[src/rtl/j1_io_pkg.sv]
// j1_io_pkg: register map, status/control bit positions and serial FSM states shared by J1 IO peripherals
package j1_io_pkg;
   localparam logic [15:0] OFF_DATA = 16'h0000;
   localparam logic [15:0] OFF_STAT = 16'h0002;
   localparam logic [15:0] OFF_CTRL = 16'h0004;
   localparam int STAT_RXV  = 0;
   localparam int STAT_TXR  = 1;
   localparam int STAT_OVR  = 2;
   localparam int STAT_FE   = 3;
   localparam int CTRL_RXIE = 0;
   localparam int CTRL_TXIE = 1;
   typedef enum logic [1:0] {ST_IDLE, ST_START, ST_DATA, ST_STOP} uart_st_e;
endpackage

[src/rtl/j1_sync_fifo.sv]
// j1_sync_fifo: synchronous FIFO with combinational head; push into a full FIFO succeeds only alongside a pop
module j1_sync_fifo #(
   parameter int WIDTH = 8,
   parameter int DEPTH = 16
) (
   input  logic             clk,
   input  logic             resetq,
   input  logic             push_i,
   input  logic             pop_i,
   input  logic [WIDTH-1:0] din_i,
   output logic             full_o,
   output logic             empty_o,
   output logic [WIDTH-1:0] head_o
);
   localparam int AW = $clog2(DEPTH);
   logic [WIDTH-1:0] mem_q [DEPTH];
   logic [AW:0] wp_q, wp_d, rp_q, rp_d;
   logic do_push, do_pop;
   assign empty_o = wp_q == rp_q;
   assign full_o  = (wp_q[AW-1:0] == rp_q[AW-1:0]) & (wp_q[AW] != rp_q[AW]);
   assign do_push = push_i & (~full_o | pop_i);
   assign do_pop  = pop_i & ~empty_o;
   assign wp_d    = wp_q + {{AW{1'b0}}, do_push};
   assign rp_d    = rp_q + {{AW{1'b0}}, do_pop};
   assign head_o  = mem_q[rp_q[AW-1:0]];
   always_ff @(posedge clk or negedge resetq) begin
      if (!resetq) begin
         wp_q <= '0;
         rp_q <= '0;
      end else begin
         wp_q <= wp_d;
         rp_q <= rp_d;
      end
   end
   // When full, the slot being written is the one popped this same edge
   always_ff @(posedge clk) begin
      if (do_push) mem_q[wp_q[AW-1:0]] <= din_i;
   end
endmodule

[src/rtl/j1_io_uart.sv]
// j1_io_uart: memory-mapped 8N1 UART on the J1 IO bus (DATA/STAT/CTRL, level irq).
// Define J1_UART_RX_FIFO_EN for an RX FIFO of FIFO_DEPTH bytes instead of a single holding byte.
module j1_io_uart
   import j1_io_pkg::*;
#(
   parameter int          CLK_HZ     = 100_000_000,
   parameter int          BAUD       = 115200,
   parameter logic [15:0] BASE_ADDR  = 16'h1000,
   parameter int          FIFO_DEPTH = 16
) (
   input  logic        clk,
   input  logic        resetq,
   input  logic        io_rd,
   input  logic        io_wr,
   input  logic [15:0] io_addr,
   input  logic [15:0] io_dout,
   output logic [15:0] io_din,
   output logic        irq,
   input  logic        rxd,
   output logic        txd
);
   localparam int DIV = CLK_HZ / BAUD;
   localparam int CW  = $clog2(DIV);
   localparam logic [CW-1:0] DIV_M1  = CW'(DIV - 1);
   localparam logic [CW-1:0] HALF_M1 = CW'(DIV / 2 - 1);
   localparam logic [15:0] A_DATA = BASE_ADDR + OFF_DATA;
   localparam logic [15:0] A_STAT = BASE_ADDR + OFF_STAT;
   localparam logic [15:0] A_CTRL = BASE_ADDR + OFF_CTRL;

   if (DIV < 4 || (FIFO_DEPTH & (FIFO_DEPTH - 1)) != 0) begin : g_cfg_err
      $error("j1_io_uart: DIV must be >= 4 and FIFO_DEPTH a power of two");
   end

   logic rd_data, rd_stat, rd_ctrl, wr_data, wr_stat, wr_ctrl;
   assign rd_data = io_rd & (io_addr == A_DATA);
   assign rd_stat = io_rd & (io_addr == A_STAT);
   assign rd_ctrl = io_rd & (io_addr == A_CTRL);
   assign wr_data = io_wr & (io_addr == A_DATA);
   assign wr_stat = io_wr & (io_addr == A_STAT);
   assign wr_ctrl = io_wr & (io_addr == A_CTRL);

   logic unused_dout;
   assign unused_dout = ^io_dout[15:8];

   uart_st_e tx_st_q, tx_st_d;
   logic [CW-1:0] tx_cnt_q, tx_cnt_d;
   logic [2:0] tx_bit_q, tx_bit_d;
   logic [7:0] tx_sh_q, tx_sh_d, hold_q, hold_d;
   logic hold_v_q, hold_v_d, txd_q, txd_d, tx_load, tx_tick, tx_ready, wr_accept;

   assign tx_ready  = ~hold_v_q;
   assign tx_tick   = tx_cnt_q == DIV_M1;
   assign wr_accept = wr_data & (~hold_v_q | tx_load);
   assign hold_d    = wr_accept ? io_dout[7:0] : hold_q;
   assign hold_v_d  = wr_accept | (hold_v_q & ~tx_load);

   always_comb begin
      tx_st_d  = tx_st_q;
      tx_cnt_d = tx_cnt_q + 1'b1;
      tx_bit_d = tx_bit_q;
      tx_sh_d  = tx_sh_q;
      tx_load  = 1'b0;
      case (tx_st_q)
         ST_IDLE: begin
            tx_cnt_d = '0;
            if (hold_v_q) begin
               tx_load = 1'b1;
               tx_sh_d = hold_q;
               tx_st_d = ST_START;
            end
         end
         ST_START: if (tx_tick) begin
            tx_cnt_d = '0;
            tx_bit_d = '0;
            tx_st_d  = ST_DATA;
         end
         ST_DATA: if (tx_tick) begin
            tx_cnt_d = '0;
            tx_sh_d  = {1'b0, tx_sh_q[7:1]};
            tx_bit_d = tx_bit_q + 3'd1;
            if (tx_bit_q == 3'd7) tx_st_d = ST_STOP;
         end
         ST_STOP: if (tx_tick) begin
            tx_cnt_d = '0;
            tx_load  = hold_v_q;
            tx_sh_d  = hold_v_q ? hold_q : tx_sh_q;
            tx_st_d  = hold_v_q ? ST_START : ST_IDLE;
         end
      endcase
      txd_d = tx_st_d == ST_START ? 1'b0 : tx_st_d == ST_DATA ? tx_sh_d[0] : 1'b1;
   end

   always_ff @(posedge clk or negedge resetq) begin
      if (!resetq) begin
         tx_st_q  <= ST_IDLE;
         tx_cnt_q <= '0;
         tx_bit_q <= '0;
         tx_sh_q  <= '0;
         hold_q   <= '0;
         hold_v_q <= 1'b0;
         txd_q    <= 1'b1;
      end else begin
         tx_st_q  <= tx_st_d;
         tx_cnt_q <= tx_cnt_d;
         tx_bit_q <= tx_bit_d;
         tx_sh_q  <= tx_sh_d;
         hold_q   <= hold_d;
         hold_v_q <= hold_v_d;
         txd_q    <= txd_d;
      end
   end
   assign txd = txd_q;

   uart_st_e rx_st_q, rx_st_d;
   logic [CW-1:0] rx_cnt_q, rx_cnt_d;
   logic [2:0] rx_bit_q, rx_bit_d;
   logic [7:0] rx_sh_q, rx_sh_d, rx_head;
   logic [1:0] rx_sync_q;
   logic rx_s, rx_push, fe_set, ovr_set, rx_valid, rx_pop;

   assign rx_s   = rx_sync_q[1];
   assign rx_pop = rd_data & rx_valid;

   always_comb begin
      rx_st_d  = rx_st_q;
      rx_cnt_d = rx_cnt_q + 1'b1;
      rx_bit_d = rx_bit_q;
      rx_sh_d  = rx_sh_q;
      rx_push  = 1'b0;
      fe_set   = 1'b0;
      case (rx_st_q)
         ST_IDLE: begin
            rx_cnt_d = '0;
            if (!rx_s) rx_st_d = ST_START;
         end
         ST_START: if (rx_cnt_q == HALF_M1) begin
            rx_cnt_d = '0;
            rx_bit_d = '0;
            rx_st_d  = rx_s ? ST_IDLE : ST_DATA;
         end
         ST_DATA: if (rx_cnt_q == DIV_M1) begin
            rx_cnt_d = '0;
            rx_sh_d  = {rx_s, rx_sh_q[7:1]};
            rx_bit_d = rx_bit_q + 3'd1;
            if (rx_bit_q == 3'd7) rx_st_d = ST_STOP;
         end
         ST_STOP: if (rx_cnt_q == DIV_M1) begin
            rx_cnt_d = '0;
            rx_push  = rx_s;
            fe_set   = ~rx_s;
            rx_st_d  = ST_IDLE;
         end
      endcase
   end

   always_ff @(posedge clk or negedge resetq) begin
      if (!resetq) begin
         rx_sync_q <= 2'b11;
         rx_st_q   <= ST_IDLE;
         rx_cnt_q  <= '0;
         rx_bit_q  <= '0;
         rx_sh_q   <= '0;
      end else begin
         rx_sync_q <= {rx_sync_q[0], rxd};
         rx_st_q   <= rx_st_d;
         rx_cnt_q  <= rx_cnt_d;
         rx_bit_q  <= rx_bit_d;
         rx_sh_q   <= rx_sh_d;
      end
   end

`ifdef J1_UART_RX_FIFO_EN
   logic fifo_full, fifo_empty;
   j1_sync_fifo #(.WIDTH(8), .DEPTH(FIFO_DEPTH)) u_rx_fifo (
      .clk     (clk),
      .resetq  (resetq),
      .push_i  (rx_push),
      .pop_i   (rx_pop),
      .din_i   (rx_sh_q),
      .full_o  (fifo_full),
      .empty_o (fifo_empty),
      .head_o  (rx_head)
   );
   assign rx_valid = ~fifo_empty;
   assign ovr_set  = rx_push & fifo_full & ~rx_pop;
`else
   logic [7:0] rxb_q, rxb_d;
   logic rxb_v_q, rxb_v_d, rx_accept;
   // A byte arriving while the held one is popped replaces it rather than overrunning
   assign rx_accept = rx_push & (~rxb_v_q | rx_pop);
   assign rxb_d     = rx_accept ? rx_sh_q : rxb_q;
   assign rxb_v_d   = rx_accept | (rxb_v_q & ~rx_pop);
   assign ovr_set   = rx_push & ~rx_accept;
   assign rx_valid  = rxb_v_q;
   assign rx_head   = rxb_q;
   always_ff @(posedge clk or negedge resetq) begin
      if (!resetq) begin
         rxb_q   <= '0;
         rxb_v_q <= 1'b0;
      end else begin
         rxb_q   <= rxb_d;
         rxb_v_q <= rxb_v_d;
      end
   end
`endif

   logic fe_q, fe_d, ovr_q, ovr_d, irq_q, irq_d;
   logic [1:0] ie_q, ie_d;
   assign fe_d  = fe_set | (fe_q & ~(wr_stat & io_dout[STAT_FE]));
   assign ovr_d = ovr_set | (ovr_q & ~(wr_stat & io_dout[STAT_OVR]));
   assign ie_d  = wr_ctrl ? io_dout[1:0] : ie_q;
   assign irq_d = (ie_q[CTRL_RXIE] & rx_valid) | (ie_q[CTRL_TXIE] & tx_ready);

   always_ff @(posedge clk or negedge resetq) begin
      if (!resetq) begin
         fe_q  <= 1'b0;
         ovr_q <= 1'b0;
         ie_q  <= '0;
         irq_q <= 1'b0;
      end else begin
         fe_q  <= fe_d;
         ovr_q <= ovr_d;
         ie_q  <= ie_d;
         irq_q <= irq_d;
      end
   end
   assign irq = irq_q;

   assign io_din = rd_data ? {8'h00, rx_valid ? rx_head : 8'h00}
                 : rd_stat ? {12'h000, fe_q, ovr_q, tx_ready, rx_valid}
                 : rd_ctrl ? {14'h0000, ie_q}
                 : 16'h0000;
endmodule
[config.mk]
export PLATFORM = sky130hd
export DESIGN_NAME = j1_io_uart
export DESIGN_NICKNAME = d
export VERILOG_FILES = /design/src/rtl/j1_io_pkg.sv /design/src/rtl/j1_sync_fifo.sv /design/src/rtl/j1_io_uart.sv
export SDC_FILE = /design/constraint.sdc
export NUM_CORES = 1
export LEC_CHECK = 0
export BUFFER_PORTS_ARGS = -buffer_cell sky130_fd_sc_hd__buf_2
export CAP_MARGIN = 10
export CORE_MARGIN = 2
export CORE_UTILIZATION = 61
export CTS_CLUSTER_SIZE = 28
export DETAILED_ROUTE_END_ITERATION = 7
export GPL_TIMING_DRIVEN = 1
export PLACE_DENSITY = 0.89
export SYNTH_ARGS = -nofsm -noshare
export SYNTH_HDL_FRONTEND = slang
export SYNTH_SLANG_ARGS = --single-unit
[constraint.sdc]
create_clock -name clk -period 4.1 [get_ports clk]
set_clock_uncertainty 0.2 [all_clocks]
set_input_delay 0.615 -clock clk [delete_from_list [all_inputs] [get_ports clk]]
set_output_delay 0.615 -clock clk [all_outputs]
set_load 0.1 [all_outputs]
Word level (Yosys, flattened, before mapping)
Cells that the tools add are included.
Word-level totals
  flip-flop bits (word level): 72
  input bits: 37
  output and inout bits: 18
  word-level logic and storage cells: 134
Cells by class
  $add $sub $neg: 4
  equal/unequal tests: 24
  mux-type cells: 42
  bitwise logic cells: 33
  reductions and logical operators: 12
Operator list (number)
  $eq A16 B13 Y1 const B: 3
  $mux W8: 5
  $mux W10: 3
  $pmux W10 S3: 1
  $mux W2: 12
  $pmux W8 S3: 1
  $add A10 B1 Y10 const B: 2
  $eq A10 B10 Y1 const B: 2
  $pmux W10 S2: 1
  $and A1 B1 Y1: 18
  $ne A2 B2 Y1 const B: 8
  $pmux W2 S4: 2
  $mux W3: 4
  $pmux W3 S2: 2
  $eq A10 B9 Y1 const B: 1
  $eq A2 B2 Y1 const B: 5
  $mux W1: 9
  $reduce_and A3 Y1: 3
  $not A1 Y1: 8
  $or A1 B1 Y1: 7
  $add A3 B1 Y3 const B: 2
  $eq A2 B1 Y1 const B: 3
  $eq A3 B3 Y1 const B: 2
  $reduce_and A5 Y1: 1
  8 further kinds: 10

Depth between registers and ports, before layout
  depth in word-level cells: 8
  mapped depth: 7
  gate-level depth less buffers: 7

Worst setup path before layout
No wires, ideal clock.
  path type: input to output
  start point: input io_addr[10]
  end point: output io_din[1]
  arrival: 2639 ps
  required time: 3285 ps
  setup slack: 646 ps
  stages: 4
  path buffers: 0
  cells stage by stage: nor4b_1 > and4_1 > nand2_1 > o2bb2ai_1
On the way
  longest elaborated chain between the ends: 5
  elaborated cells on any way between the ends: 9
  those cells by class: eq/ne (3); mux (3); bitwise (3)
RTL lines
  start: declaration: RTL line j1_io_uart.sv:15  | input logic [15:0] io_addr,
  $eq A16 B13 Y1: RTL line j1_io_uart.sv:37  | assign rd_ctrl = io_rd & (io_addr == A_CTRL);
  $and A1 B1 Y1: RTL line j1_io_uart.sv:37
  $mux W2: RTL line j1_io_uart.sv:231  | : rd_ctrl ? {14'h0000, ie_q}
  $mux W4: RTL line j1_io_uart.sv:230  | : rd_stat ? {12'h000, fe_q, ovr_q, tx_ready, rx_valid}
  $mux W8 (*): RTL line j1_io_uart.sv:229  | assign io_din = rd_data ? {8'h00, rx_valid ? rx_head : 8'h00}
  end: declaration: RTL line j1_io_uart.sv:17  | output logic [15:0] io_din,
Mark *: on every way between the ends. The rest lies on a longest branch, timed or not.

Worst setup path in the final report
  start point: input io_addr[10]
  end point: output io_din[3]
On the way
  longest elaborated chain between the ends: 4
  elaborated cells on any way between the ends: 6
  those cells by class: eq/ne (2); mux (2); bitwise (2)
RTL lines
  $eq A16 B13 Y1: RTL line j1_io_uart.sv:36  | assign rd_stat = io_rd & (io_addr == A_STAT);
  $and A1 B1 Y1: RTL line j1_io_uart.sv:36
  $mux W4: RTL line j1_io_uart.sv:230
  $mux W8 (*): RTL line j1_io_uart.sv:229
Marked as above.

==> flow_metrics.tcl <==
set metrics [dict create \
    path_class "input port to output pin" \
    synth-simple-area-share 0.1866 \
    rows 28 \
    place_area_sq_mm 0.003862 \
    yosys_register_bits 72 \
    n_antenna_cell 0 \
    setup_viol 0 \
    synth_compound_area_frac 0.09297 \
    maxSlewViolCount 0 \
    drcViolationCount 0 \
    relSlewSlack 0.3336 \
    grt_pass1_vias 2678 \
    cap_viol_max_count 0 \
    fmax_ghz 0.3031 \
    fin_crit_sh 0.8047 \
    fin_util 0.6980 \
    grt_pass1_wl_um 12050 \
    synth_flop_cell "dfrtp_1" \
    wl_um 7091 \
    drt-initial-drc-count 114 \
    async_reset_ff_frac 1.000 \
    avgViaCountPerCell 5.749 \
    leakage_nw 1.973 \
    cts_num_sinks 72 \
    hold_buffers 0 \
    cts_inserted_buffers 9 \
    swShare 0.2253 \
    cts_tree "done" \
    start_util 0.6234 \
    p_int_w 0.001082 \
    top_level_ports 55 \
    setup_ws_ns 0.8006 \
    tightest_slew_ns 0.9996 \
    crit_fanout 7 \
    place_ws_ns 0.7727 \
    hpwl_um 4994 \
    rrSetupSlack_ns 1.42 \
    hold_path_class "input port to async pin" \
    end_kind "output pin" \
    rsz0062_at_grt "no" \
    synthAdderAreaFrac 0.04117 \
    gp_congestion 0.8959 \
    clk-insertion-delay-late_ns 0.34 \
    layout_commonest_cell "dfrtp_1" \
    layout_common_cells "dfrtp_1, nor2_1, buf_2" \
    outcome "completed" \
    peakVddDrop_v 0.0003541 \
    die_height_um 81.33 \
    required_ns 3.28 \
    cts_root_buffer "clkbuf_8" \
    power_frac_seq 0.510 \
    p_per_area_mw_per_mm2 342.1 \
    cts_resized 0 \
    clock_power_share 0.443 \
    clockBufferDepth 2 \
    yosys_warnings 0 \
    p_sw_w 0.0003147 \
    p_total_w 0.001397 \
    final_nets 428 \
    drive_above_1_share 0.2526 \
    first_pass_iters 4 \
    post-cts-setup-buffers 0 \
    core_sq_mm 0.005851 \
    r2r-start "tx_cnt_q[0]" \
    critPathArrivalTime_ns 2.48 \
    muxShareOfSynthArea 0.1087 \
    synth_edf_count 0 \
    setup.worst_path.start_class "input port" \
    synth_cells 340 \
    hold_viol 0 \
    synth_xor_area_frac 0.03602 \
    grt_usage 0.2389 \
    synth_top_family_by_area "simple AND/OR/NAND/NOR gates" \
    ant_nets 0 \
    syn2layout_area_growth_pct 11.97 \
    final_cell_area_sq_mm 0.004084 \
    synth-seq-area-share 0.4950 \
    p_comb_frac 0.047 \
    num_vias 2639 \
    tns_ns 0 \
    grt_max_degree 47 \
    die_area_sq_mm 0.006614 \
    reg2reg_depth 6 \
    reg2reg_to "tx_sh_q[7]" \
    avgRoutedWirePerCell_um 15.45 \
    layout_min_cycle_time_ns 3.299 \
    antenna_found_initial 0 \
    syn_area_per_cell_sq_um 10.73 \
    synth_cell_types 52 \
    cts_max_level 3 \
    die_w_um 81.33 \
    overflow 0 \
    io_buffers 38 \
    cts.clk_slew.worst_paths_ns 0.08 \
    synth_area_sq_mm 0.003647 \
]
how the worst max path moves through the flow:
stage	from	to	slack (ns)	depth (start not counted)
after global routing	io_addr[10]	io_din[3]	0.61	7
after detailed placement	io_addr[10]	io_din[3]	0.77	7
final	io_addr[10]	io_din[3]	0.80	7
after CTS	io_addr[10]	io_din[3]	0.76	7
after floorplan	io_addr[10]	io_din[1]	0.65	4
after global placement	io_addr[10]	io_din[2]	0.81	7
power by group through the flow:
stage | sequential [W] | clock [W] | combinational, W
after global routing | 0.000712 | 0.000661 | 0.0000723
after global placement | 0.000726 | 0 | 0.0000654
after CTS | 0.000712 | 0.000631 | 0.0000667
after floorplan | 0.000726 | 0 | 0.0000419
after detailed placement | 0.000726 | 0 | 0.0000665
final | 0.000712 | 0.000619 | 0.0000657
cells by family after synthesis:
kind of cell | count (synthesis)
AND/OR/NAND/NOR | 128
XOR/XNOR | 15
flip-flops | 72
buffers and inverters | 28
multiplexers | 35
adder cells (fa/ha/maj) | 12
AO/OA/AOI/OAI | 49
other | 1
layout make-up:
class	count	area, sq um
Sequential cell	72	1805
Tap cell	75	93.84
Fill cell	432	1767
Inverter	10	37.54
Multi-Input combinational cell	247	1728
Timing Repair Buffer	39	197.7
Clock buffer	11	141.4
Clock inverter	5	80.08
sequential cells by signal, summed over array words and instances, names as in the netlist, 2 cells and up, named ones only:
signal and flops:
hold_q 8, ie_q 2, rx_bit_q 3, rx_cnt_q 10, rx_head 8, rx_sh_q 8, rx_sync_q 2, tx_bit_q 3
tx_cnt_q 10, tx_sh_q 8, tx_st_q 2
Yosys cell counts (2+ instances only):
library cell | n | area share
nor4_1 | 2 | 0.0034
mux2_2 | 27 | 0.083
and4bb_2 | 2 | 0.0069
dfstp_2 | 3 | 0.022
nand4b_1 | 2 | 0.0048
nor2b_1 | 3 | 0.0051
mux2i_1 | 7 | 0.019
o311ai_0 | 2 | 0.0048
o31ai_1 | 6 | 0.012
o2bb2ai_1 | 2 | 0.0048
nor4b_1 | 2 | 0.0048
and3_2 | 2 | 0.0041
ha_1 | 12 | 0.041
nor3_1 | 6 | 0.0082
inv_1 | 10 | 0.010
dfrtp_1 | 69 | 0.47
and2_1 | 8 | 0.014
a22o_1 | 5 | 0.012
clkbuf_1 | 8 | 0.0082
a21oi_1 | 13 | 0.018
nand3_1 | 10 | 0.014
buf_4 | 9 | 0.019
and3_1 | 6 | 0.010
nor2_1 | 42 | 0.043
a31oi_1 | 2 | 0.0034
xor2_1 | 8 | 0.019
nand4_1 | 7 | 0.012
o21ai_0 | 10 | 0.014
nand2_1 | 25 | 0.026
xnor2_1 | 7 | 0.017
nand2b_1 | 2 | 0.0034
per-layer routing:
layer	GRT usage	share of wire	vias to the layer above
met1	0.2865	0.42	1310
met3	0.05111	0.041	14
met4	0.1169	0.017	0
met5	0	0	-
met2	0.4066	0.53	54
li1	-	-	1261
metrics by stage:
step | instances | hold slack, ns
global route | 459 | 0.1347
finish | 459 | 0.08037
floorplan | 347 | 0.1194
global placement | 443 | 0.1468
detailed placement | 443 | 0.1488
CTS | 459 | 0.09507
worst max-delay path: stages:
cell	delay (ns)
buf_2	0.10
nor4b_1	0.28
and4_1	0.29
nand3_1	0.18
nor2_1	0.38
a22o_1	0.22
buf_2	0.42
No activity file was read; power rests on OpenSTA's default activity.
